===== src/rtl/pipeline_pkg.sv =====
// Shared definitions for the MEM/WB slice of the 5-stage MIPS pipeline.
// Holds the branch opcode values, the LoadByte encodings and the state
// type of the data-memory access FSM.
package pipeline_pkg;

  localparam logic [5:0] OPC_BEQ  = 6'h04;
  localparam logic [5:0] OPC_BNE  = 6'h05;
  localparam logic [5:0] OPC_BLEZ = 6'h06;
  localparam logic [5:0] OPC_BGTZ = 6'h07;

  localparam logic [1:0] LB_WORD     = 2'b00;
  localparam logic [1:0] LB_SIGNED   = 2'b01;
  localparam logic [1:0] LB_UNSIGNED = 2'b10;

  typedef enum logic {
    IDLE = 1'b0,
    WAIT = 1'b1
  } mem_state_e;

endpackage


===== src/rtl/mem_wb_stage_align.sv =====
// load_store_align: combinational byte-lane handling for the data bus.
//   addr_lo   - low two address bits selecting the byte lane
//   wr_byte   - store a single byte instead of a word
//   load_byte - load extraction mode (word / lb / lbu)
//   st_data   - store data from the register file
//   rd_data   - raw word returned by memory
//   be        - byte enables for the store
//   wdata     - lane-steered store data
//   ld_data   - extracted and extended load data
module load_store_align
  import pipeline_pkg::*;
(
  input  logic [1:0]  addr_lo,
  input  logic        wr_byte,
  input  logic [1:0]  load_byte,
  input  logic [31:0] st_data,
  input  logic [31:0] rd_data,
  output logic [3:0]  be,
  output logic [31:0] wdata,
  output logic [31:0] ld_data
);

  logic signed [7:0] byte_s;

  // Little-endian: byte lane n lives in bits [8n+7:8n]. Replicating the
  // byte on all lanes lets the enable alone pick the target lane.
  assign be     = wr_byte ? (4'b0001 << addr_lo) : 4'b1111;
  assign wdata  = wr_byte ? {4{st_data[7:0]}} : st_data;
  assign byte_s = rd_data[{addr_lo, 3'b000} +: 8];

  always_comb begin
    ld_data = rd_data;
    case (load_byte)
      LB_SIGNED:   ld_data = 32'(byte_s);
      LB_UNSIGNED: ld_data = {24'h0, byte_s};
      default:     ld_data = rd_data;
    endcase
  end

endmodule


===== src/rtl/mem_wb_stage.sv =====
// mem_wb_stage: MEM stage plus MEM/WB pipeline register.
//   EX/MEM inputs  - ALU result/address, store data, PC value, opcode,
//                    destination, ALU flags and control bits
//   dmem_*         - req/ack data-memory bus (request side registered)
//   stall_o        - freezes the upstream pipeline during an access
//   redirect_o/_pc - branch-taken or register-jump PC redirect
//   bus_err_o      - one-cycle pulse when an access times out
//   *_Wb           - registered write-back bundle for the register file
module mem_wb_stage
  import pipeline_pkg::*;
#(
  parameter int         TIMEOUT  = 16,
  parameter logic [5:0] OP_BEQ   = OPC_BEQ,
  parameter logic [5:0] OP_BNE   = OPC_BNE,
  parameter logic [5:0] OP_BLEZ  = OPC_BLEZ,
  parameter logic [5:0] OP_BGTZ  = OPC_BGTZ
) (
  input  logic        clk,
  input  logic        rst,
  input  logic [31:0] ALU_ans_Mem,
  input  logic [31:0] busB_Mem,
  input  logic [31:0] PC_Addr_Mem,
  input  logic [5:0]  OP_Mem,
  input  logic [4:0]  Reg_Target_Mem,
  input  logic        ZF_Mem,
  input  logic        OF_Mem,
  input  logic        Sign_Mem,
  input  logic        Branch_Mem,
  input  logic        MemToReg_Mem,
  input  logic        RegWr_Mem,
  input  logic        MemWr_Mem,
  input  logic        Jal_Mem,
  input  logic        Rtype_J_Mem,
  input  logic        Rtype_L_Mem,
  input  logic        WrByte_Mem,
  input  logic [1:0]  LoadByte_Mem,
  output logic        dmem_req,
  output logic        dmem_we,
  output logic [3:0]  dmem_be,
  output logic [31:0] dmem_addr,
  output logic [31:0] dmem_wdata,
  input  logic [31:0] dmem_rdata,
  input  logic        dmem_ack,
  output logic        stall_o,
  output logic        redirect_o,
  output logic [31:0] redirect_pc_o,
  output logic        bus_err_o,
  output logic        RegWr_Wb,
  output logic [4:0]  Reg_Target_Wb,
  output logic [31:0] busW_Wb
);

  localparam int CNT_W = (TIMEOUT < 2) ? 1 : $clog2(TIMEOUT);

  mem_state_e       state;
  logic [CNT_W-1:0] cnt;
  logic             mem_op;
  logic             timeout_hit;
  logic             complete;
  logic             taken;
  logic [3:0]       be_p0;
  logic [31:0]      wdata_p0;
  logic [31:0]      ld_data_p0;
  logic [31:0]      busw_p0;

  assign mem_op = MemToReg_Mem | MemWr_Mem;

  load_store_align u_align (
    .addr_lo   (ALU_ans_Mem[1:0]),
    .wr_byte   (WrByte_Mem),
    .load_byte (LoadByte_Mem),
    .st_data   (busB_Mem),
    .rd_data   (dmem_rdata),
    .be        (be_p0),
    .wdata     (wdata_p0),
    .ld_data   (ld_data_p0)
  );

  // Ack takes priority over the timeout in the same cycle.
  assign timeout_hit = (state == WAIT) & ~dmem_ack & (cnt == CNT_W'(TIMEOUT - 1));

  // On timeout stall drops so the faulting instruction leaves the stage.
  always_comb begin
    stall_o  = 1'b0;
    complete = 1'b0;
    case (state)
      IDLE: begin
        stall_o  = mem_op;
        complete = ~mem_op;
      end
      WAIT: begin
        stall_o  = ~dmem_ack & ~timeout_hit;
        complete = dmem_ack;
      end
      default: ;
    endcase
  end

  always_comb begin
    taken = 1'b0;
    if (Branch_Mem) begin
      case (OP_Mem)
        OP_BEQ:  taken = ZF_Mem;
        OP_BNE:  taken = ~ZF_Mem;
        OP_BLEZ: taken = ZF_Mem | Sign_Mem;
        OP_BGTZ: taken = ~ZF_Mem & ~Sign_Mem;
        default: taken = 1'b0;
      endcase
    end
  end

  assign redirect_o    = (taken | Rtype_J_Mem) & ~stall_o;
  assign redirect_pc_o = Rtype_J_Mem ? ALU_ans_Mem : PC_Addr_Mem;

  assign busw_p0 = (Jal_Mem | Rtype_L_Mem) ? PC_Addr_Mem :
                   MemToReg_Mem            ? ld_data_p0  : ALU_ans_Mem;

  // ---- stage boundary: data-memory request registers ----
  always_ff @(posedge clk or posedge rst) begin
    if (rst) begin
      state      <= IDLE;
      cnt        <= '0;
      dmem_req   <= 1'b0;
      dmem_we    <= 1'b0;
      dmem_be    <= 4'b0000;
      dmem_addr  <= 32'h0;
      dmem_wdata <= 32'h0;
      bus_err_o  <= 1'b0;
    end else begin
      bus_err_o <= 1'b0;
      case (state)
        IDLE: begin
          if (mem_op) begin
            dmem_req   <= 1'b1;
            dmem_we    <= MemWr_Mem;
            dmem_be    <= be_p0;
            dmem_addr  <= {ALU_ans_Mem[31:2], 2'b00};
            dmem_wdata <= wdata_p0;
            cnt        <= '0;
            state      <= WAIT;
          end
        end
        WAIT: begin
          if (dmem_ack) begin
            dmem_req <= 1'b0;
            state    <= IDLE;
          end else if (timeout_hit) begin
            dmem_req  <= 1'b0;
            bus_err_o <= 1'b1;
            state     <= IDLE;
          end else begin
            cnt <= cnt + CNT_W'(1);
          end
        end
        default: state <= IDLE;
      endcase
    end
  end

  // ---- stage boundary: MEM/WB register ----
  always_ff @(posedge clk or posedge rst) begin
    if (rst) begin
      RegWr_Wb      <= 1'b0;
      Reg_Target_Wb <= 5'd0;
      busW_Wb       <= 32'h0;
    end else begin
      RegWr_Wb <= complete & RegWr_Mem & ~OF_Mem;
      if (complete) begin
        Reg_Target_Wb <= Reg_Target_Mem;
        busW_Wb       <= busw_p0;
      end
    end
  end

endmodule


===== config.mk =====
export PLATFORM = sky130hd
export DESIGN_NAME = mem_wb_stage
export DESIGN_NICKNAME = d
export VERILOG_FILES = /design/src/rtl/pipeline_pkg.sv /design/src/rtl/mem_wb_stage_align.sv /design/src/rtl/mem_wb_stage.sv
export SDC_FILE = /design/constraint.sdc
export NUM_CORES = 1
export LEC_CHECK = 0
export ABC_AREA = 1
export ABC_CLOCK_PERIOD_IN_PS = 4350
export CORE_UTILIZATION = 25
export DETAILED_ROUTE_END_ITERATION = 10
export MAX_ROUTING_LAYER = met4
export PLACE_DENSITY = 0.59
export SYNTH_ARGS = -nofsm -noshare
export SYNTH_HDL_FRONTEND = slang
export SYNTH_SLANG_ARGS = --single-unit
export TNS_END_PERCENT = 100

===== constraint.sdc =====
create_clock -name clk -period 4.35 [get_ports clk]
set_input_delay 0.87 -clock clk [delete_from_list [all_inputs] [get_ports clk]]
set_output_delay 0.87 -clock clk [all_outputs]
set_load 0.05 [all_outputs]

# Word level (Yosys, flattened, before mapping)
# Cells that the tools add are included.
# totals
ram_bits,0
memories,0
reg_bits,112
rom_bits,0
out_inout_bits,143
latch_bits,0
inputBits,155
# op_classes
bitwise,19
div,0
n_eq_ne,11
mul,0
shift,2
reduce_logical,3
add_sub_neg,1
n_lt_le_gt_ge,0
n_mux,25
# ops
cell,count
$mux 32,4
$pmux 32 s2,1
$shiftx 32x6->8,1
$eq 6x3->1 const B,4
$mux 4,4
$mux 1,10
$not 1->1,8
$pmux 1 s2,4
$pmux 4 s2,1
$and 1x1->1,7
$ne 2x2->1 const B,3
$add 4x1->4 const B,1
$eq 4x4->1 const B,1
$or 1x1->1,4
$pmux 1 s4,1
$reduce_and 2->1,2
$shl 1x2->4 const A,1
$ne 3x2->1 const B,1
$reduce_and 3->1,1
$eq 2x1->1 const B,1
$eq 2x2->1 const B,1

# Depth between registers and ports, before layout
# Gate-level depths: netlist (run 1).
# depth
depth_word,8
mapped_depth,12
ltp_nobuf,9

# Modules after synthesis
# From an unflattened synthesis (run 1), not the netlist that was laid out.
# hier_totals
hier_cells,952
area_unflattened_um2,6526.3
# by_module_without_submodules
mod,area_each_um2,instances,cells_each
mem_wb_stage,5470.2,1,715
load_store_align,1056.0,1,237

# Worst setup path before layout (run 1)
# Ideal clock, no wire load.
# synth_timing
path_kind,in2out
start,input MemToReg_Mem
end,output redirect_o
path_buffers,1
cell_stages,4
t_arrival_ns,2.489
required_time_ns,3.480
slack_ns,0.991
cell_sequence,o21ai_1 > buf_4 > nand2_1 > a21oi_1
# synth_via
elab_chain_cells,4
# synth_rtl
element,line_no,rtl
start: declaration,mem_wb_stage.sv:29,"input logic MemToReg_Mem,"
$or 1x1->1,mem_wb_stage.sv:66,assign mem_op = MemToReg_Mem | MemWr_Mem;
$pmux 1 s2,mem_wb_stage.sv:86,case (state)
via stall_o,mem_wb_stage.sv:44,"output logic stall_o,"
$not 1->1,mem_wb_stage.sv:112,assign redirect_o = (taken | Rtype_J_Mem) & ~stall_o;
$and 1x1->1,mem_wb_stage.sv:112,
end: declaration,mem_wb_stage.sv:45,"output logic redirect_o,"
# The timed path passes the listed nets, and every way through them passes these cells.

# Worst setup path in the final report (run 1)
# layout_timing
start,input Rtype_J_Mem
end,output redirect_pc_o[21]
# layout_via
elab_chain_cells,1
# layout_rtl
element,line_no,rtl
start: declaration,mem_wb_stage.sv:33,"input logic Rtype_J_Mem,"
$mux 32,mem_wb_stage.sv:113,assign redirect_pc_o = Rtype_J_Mem ? ALU_ans_Mem : PC_Addr_Mem;
end: declaration,mem_wb_stage.sv:46,"output logic [31:0] redirect_pc_o,"
# Every way passes these cells.

==> results of run 1 <==
metrics by stage:
stage                     instance area (sq um)  utilization [%]  setup slack [ns]  hold slack, ns  cells
after global routing                       9490             40.4             0.613           0.505   1404
final                                      9490             40.4             0.743           0.483   1404
after floorplan                            6000                -             0.521           0.505    821
after global placement                     9200             39.2             0.789           0.462   1388
after detailed placement                   9200             39.2             0.753           0.465   1388
after CTS                                  9490             40.4             0.749           0.487   1404
sequential cells by signal, summed over array words and instances (netlist names), 4 cells and up:
signal         flops
busW_Wb           32
dmem_wdata        32
dmem_addr         30
Reg_Target_Wb      5
cnt                4
dmem_be            4
power by group through the flow:
stage	combinational (mW)	sequential (mW)	clock, mW
3_3_place_gp	3.15	1.62	0
5_1_grt	3.32	1.66	0.915
4_1_cts	3.16	1.62	0.884
6_report	3.14	1.61	0.847
2_1_floorplan	0.748	2.87	0
3_5_place_dp	3.16	1.63	0
per-layer routing:
layer	vias up	GRT usage, %	wire length [microns]
li1	3168	-	-
met1	2902	24.7	10400
met2	210	31.9	10900
met3	17	4.98	1700
met5	-	-	0
met4	0	4.39	335
kinds of logic after synthesis:
logic type,Yosys count
AND/OR/NAND/NOR,362
AO/OA/AOI/OAI,234
flip-flops,112
buffers and inverters,107
adder cells (fa/ha/maj),3
XOR/XNOR,1
other,1
cells in the mapped netlist, drive strengths merged:
cell type / n
conb: 1
xor2: 1
a31oi: 21
inv: 47
nor3b: 1
dfrtp: 112
nor2: 62
ha: 3
clkbuf: 32
o21ai: 71
a21oi: 141
nand3: 4
or2: 2
buf: 27
nand2: 293
o21a: 1
clkinv: 1
cell type report:
class | count | area (sq um)
Inverter | 48 | 184
Multi-Input combinational cell | 602 | 2730
Clock buffer | 10 | 229
Tap cell | 319 | 399
Fill cell | 2447 | 14000
Clock inverter | 6 | 67.6
Timing Repair Buffer | 307 | 3080
Sequential cell | 112 | 2800
critical path, delay by kind of cell:
family / cells / cell delay (ns)
compound gates: 1 / 0.08
buf+inv: 4 / 1.67
simple gates: 1 / 0.07
path summary, 6_finish.rpt:
kind / start / to / slack, ns / cells after the start
setup reg to reg: state$_DFF_PP0_ / dmem_wdata[15]$_DFFE_PP0P_ / 2.05 / 6
hold reg to reg: dmem_wdata[0]$_DFFE_PP0P_ / dmem_wdata[0]$_DFFE_PP0P_ / 0.48 / 2
hold / removal: dmem_wdata[0]$_DFFE_PP0P_ / dmem_wdata[0]$_DFFE_PP0P_ / 0.48 / 2
setup / recovery: Rtype_J_Mem / redirect_pc_o[21] / 0.74 / 6
min in group asynchronous: rst / dmem_wdata[19]$_DFFE_PP0P_ / 1.02 / 2
max in group asynchronous: rst / dmem_wdata[15]$_DFFE_PP0P_ / 2.57 / 3
==> results.sh, run 1 <==
export IMPL_total_power_mw=5.59
export IMPL_synth_top_family_by_area="simple AND/OR/NAND/NOR gates"
export IMPL_cts_root_buf="clkbuf_16"
export IMPL_path_max_fanout=40
export IMPL_muxShareOfSynthArea_pct=0
export IMPL_nets=1238
export IMPL_layout_commonest_cell="clkdlybuf4s50_1"
export IMPL_synth_compound_area_share_pct=21.3
export IMPL_cts_resized_gates=0
export IMPL_swShare_pct=49.5
export IMPL_powerDensity_nw_per_um2=589
export IMPL_tns_ns=0
export IMPL_yosysTopAreaCell="dfrtp_1"
export IMPL_cts_max_level=3
export IMPL_grt_first_pass_wirelength_mm=35.6
export IMPL_drt_iter0_markers=367
export IMPL_die_area_sq_um=24600
export IMPL_status="complete, no violations"
export IMPL_slew_headroom_pct=20.0
export IMPL_clk_latency_ns=0.36
export IMPL_start_util_pct=25.5
export IMPL_yosysUniqueCellTypes=24
export IMPL_wirelength_mm=23.4
export IMPL_synth_simple_area_share_pct=23.1
export IMPL_peakVddDrop_v=0.000231
export IMPL_overflow=0
export IMPL_grt_usage_pct=19.7
export IMPL_yosysSeqAreaShare_pct=46.7
export IMPL_setup_viol_count_final=0
export IMPL_critPathMostFrequentCell="clkdlybuf4s50_1"
export IMPL_post_route_min_period_ns=3.61
export IMPL_pwr_share_clk_pct=15.1
export IMPL_drive_above_1_share_pct=5.90
export IMPL_synth_adder_area_share_pct=0.626
export IMPL_slew_viol_final=0
export IMPL_finClkSkew_ns=0.0140
export IMPL_cts_buffers_inserted=9
export IMPL_hold_violations=0
export IMPL_fmax_mhz=277
export IMPL_synthCells=820
export IMPL_end_kind="output port"
export IMPL_postSynthRegisterBits=112
export IMPL_hold_class="register to register"
export IMPL_post_cts_buffers=0
export IMPL_vias_per_cell=4.49
export IMPL_cts_hold_buf=0
export IMPL_drtAntennaViolNets=0
export IMPL_core_area_sq_um=23500
export IMPL_rsz0062_at_grt="no"
export IMPL_leakage_nw=4.17
export IMPL_cts_buffer_depth=2
export IMPL_syn_area_per_cell_sq_um=7.31
export IMPL_crit_arrival_ns=2.74
export IMPL_numClockSinks=112
export IMPL_start_kind="primary input"
export IMPL_yosysTopAreaCellShare_pct=46.7
export IMPL_remaining_drc_errors=0
export IMPL_pwr_share_comb_pct=56.1
export IMPL_grt_pass1_vias=6112
export IMPL_cts_tree="done"
export IMPL_path_class="primary input to output port"
export IMPL_pwr_share_seq_pct=28.8
export IMPL_max_stage_delay_ns=0.85
export IMPL_n_antenna_cell=0
export IMPL_ys_warnings_count=0
export IMPL_slowest_stage="clkdlybuf4s50_1"
export IMPL_clk_pin_slew_ns=0.08
export IMPL_hpwl_mm=17.5
export IMPL_rows=56
export IMPL_synth_xor_area_share_pct=0.146
export IMPL_maxCapViolCount=0
export IMPL_ios=298
export IMPL_final_cell_mix="clkdlybuf4s50_1 (291), nand2_1 (289), a21oi_1 (121)"
export IMPL_antenna_found_initial=0
export IMPL_p_int_mw=2.83
export IMPL_power_switching_mw=2.77
export IMPL_wl_per_cell_microns=16.7
export IMPL_io_buffers=295
export IMPL_vias=6297
export IMPL_die_x_microns=157
export IMPL_worstMarginPinSlew_ns=1.20
export IMPL_path_cells="clkdlybuf4s50_1 -> inv_2 -> buf_12 -> nand2_1 -> o21ai_0 -> clkdlybuf4s50_1"
export IMPL_crit_required_ns=3.48
export IMPL_die_height_microns=157
export IMPL_first_pass_iters=7
export IMPL_syn_to_final_growth_pct=58.3
export IMPL_grt_max_degree=82
export IMPL_gp_congestion=0.802
export IMPL_synth_area_leaders="dfrtp_1 (47%), nand2_1 (18%), a21oi_1 (10%)"
export IMPL_finalCritPeriodShare_pct=82.9
export IMPL_syn_area_sq_um=6000
Note: power is estimated with default switching activity, not from simulation.
==> run 2, diff against run 1 <==
ABC_CLOCK_PERIOD_IN_PS = 3500   (was 4350)
clock period = 3.5 ns   (was 4.35 ns; I/O delays follow)
==> run 2 against run 1 <==
  * Sequential power rose by 24%
  * Power rose by 26%
  * Register-to-register slack got worse by 0.37 ns
  * Die area did not move
  * Critical path depth did not move
  * Setup slack got worse by 0.048 ns
  * Clock power rose by 25%
  * Largest cell class unchanged
  * Largest power group unchanged
  * Via count rose by 1.6%
==> results.sh, run 2 (synthesized netlist as in run 1, its figures left out) <==
export IMPL_fmax_mhz=357
export IMPL_grt_first_pass_wirelength_mm=35.6
export IMPL_cts_buffer_depth=2
export IMPL_overflow=0
export IMPL_use_met3_pct=4.98
export IMPL_nets=1242
export IMPL_first_pass_iters=5
export IMPL_post_cts_buffers=0
export IMPL_drt_iter0_markers=372
export IMPL_p_int_mw=3.59
export IMPL_crit_required_ns=2.80
export IMPL_powerDensity_nw_per_um2=716
export IMPL_end_kind="output port"
export IMPL_post_route_min_period_ns=2.80
export IMPL_final_cell_mix="nand2_1 (289), clkdlybuf4s50_1 (261), a21oi_1 (121)"
export IMPL_tns_ns=0
export IMPL_layout_commonest_cell="nand2_1"
export IMPL_dp_slack_ns=0.648
export IMPL_rows=56
export IMPL_hpwl_mm=17.8
export IMPL_core_area_sq_um=23500
export IMPL_remaining_drc_errors=0
export IMPL_die_x_microns=157
export IMPL_wl_per_cell_microns=16.8
export IMPL_crit_arrival_ns=2.10
export IMPL_peakVddDrop_v=0.000326
export IMPL_rsz0062_at_grt="no"
export IMPL_cts_tree="done"
export IMPL_path_max_fanout=12
export IMPL_grt_pass1_vias=6187
export IMPL_gp_congestion=0.828
export IMPL_cts_resized_gates=0
export IMPL_grt_max_degree=113
export IMPL_ios=298
export IMPL_clk_latency_ns=0.35
export IMPL_cts_hold_buf=0
export IMPL_top_usage_layer="met2"
export IMPL_setup_viol_count_final=0
export IMPL_vias_per_cell=4.55
export IMPL_die_area_sq_um=24600
export IMPL_io_buffers=295
export IMPL_finClkSkew_ns=0.0128
export IMPL_start_util_pct=25.5
export IMPL_swShare_pct=49.1
export IMPL_clk_pin_slew_ns=0.09
export IMPL_pwr_share_seq_pct=28.4
export IMPL_n_antenna_cell=0
export IMPL_pwr_share_clk_pct=15.0
export IMPL_pwr_share_comb_pct=56.7
export IMPL_cts_max_level=3
export IMPL_slew_headroom_pct=54.3
export IMPL_largestRegisters="busW_Wb: 32 flops, dmem_wdata: 32 flops, dmem_addr: 30 flops"
export IMPL_cts_root_buf="clkbuf_16"
export IMPL_syn_to_final_growth_pct=64.4
export IMPL_cts_buffers_inserted=9
export IMPL_hold_class="register to register"
export IMPL_vias=6400
export IMPL_hold_violations=0
export IMPL_wirelength_mm=23.6
export IMPL_power_switching_mw=3.47
export IMPL_status="complete, no violations"
export IMPL_drtAntennaViolNets=0
export IMPL_path_class="primary input to output port"
export IMPL_antenna_found_initial=0
export IMPL_grtUsageMet2_pct=33.9
export IMPL_worstMarginPinSlew_ns=0.686
export IMPL_grt_usage_pct=19.8
export IMPL_leakage_nw=4.36
export IMPL_worst_slack_ns=0.695
export IMPL_met1_usage_pct=23.2
export IMPL_maxCapViolCount=0
export IMPL_slew_viol_final=0
export IMPL_drive_above_1_share_pct=9.09
export IMPL_start_kind="primary input"
export IMPL_die_height_microns=157
export IMPL_numClockSinks=112
export IMPL_finalCritPeriodShare_pct=80.1
export IMPL_holdWs_ns=0.483
run 2: area by class of cell:
cell class	count	area [sq um]
inverters	48	185
flip-flops and latches	112	2800
well taps	319	399
multi-input cells	602	2730
clock buffers	9	225
fillers	2417	13600
repair buffers	311	3440
clock inverters	7	78.8
run 2: worst paths after layout:
path	start	to	slack, ns	cells past startpoint
max	ALU_ans_Mem[1]	redirect_pc_o[1]	0.70	6
min	dmem_wdata[4]$_DFFE_PP0P_	dmem_wdata[4]$_DFFE_PP0P_	0.48	2
max reg2reg	state$_DFF_PP0_	dmem_wdata[13]$_DFFE_PP0P_	1.68	7
min reg2reg	dmem_wdata[4]$_DFFE_PP0P_	dmem_wdata[4]$_DFFE_PP0P_	0.48	2
max in group asynchronous	rst	busW_Wb[1]$_DFFE_PP0N_	2.16	3
min in group asynchronous	rst	dmem_wdata[5]$_DFFE_PP0P_	0.87	3
run 2: power by group through the flow:
stage          combinational [mW]  sequential, mW  clock (mW)
2_1_floorplan               0.930            3.56           0
3_3_place_gp                 4.01            2.01           0
3_5_place_dp                 4.03            2.03           0
4_1_cts                      4.03            2.01        1.11
5_1_grt                      4.21            2.06        1.15
6_report                     4.00            2.00        1.06
run 2: stage by stage:
step / cell area, sq um / utilization [%] / total power [mW] / instances
after global placement: 9550 / 40.7 / 6.03 / 1392
after floorplan: 6000 / - / 4.49 / 821
after global routing: 9860 / 42.0 / 7.42 / 1408
after CTS: 9860 / 42.0 / 7.15 / 1408
after detailed placement: 9550 / 40.7 / 6.05 / 1392
final: 9860 / 42.0 / 7.06 / 1408
run 2: routing by layer:
metal	up-vias	share of wire, %
li1	3162	-
met2	223	50
met4	0	1.1
met3	15	7.1
met1	3000	42
met5	-	0
run 2: critical path: stages:
cell	delay [ns]
clkdlybuf4s50_1	0.46
buf_4	0.16
inv_1	0.05
buf_4	0.17
o21ai_0	0.36
buf_12	0.19
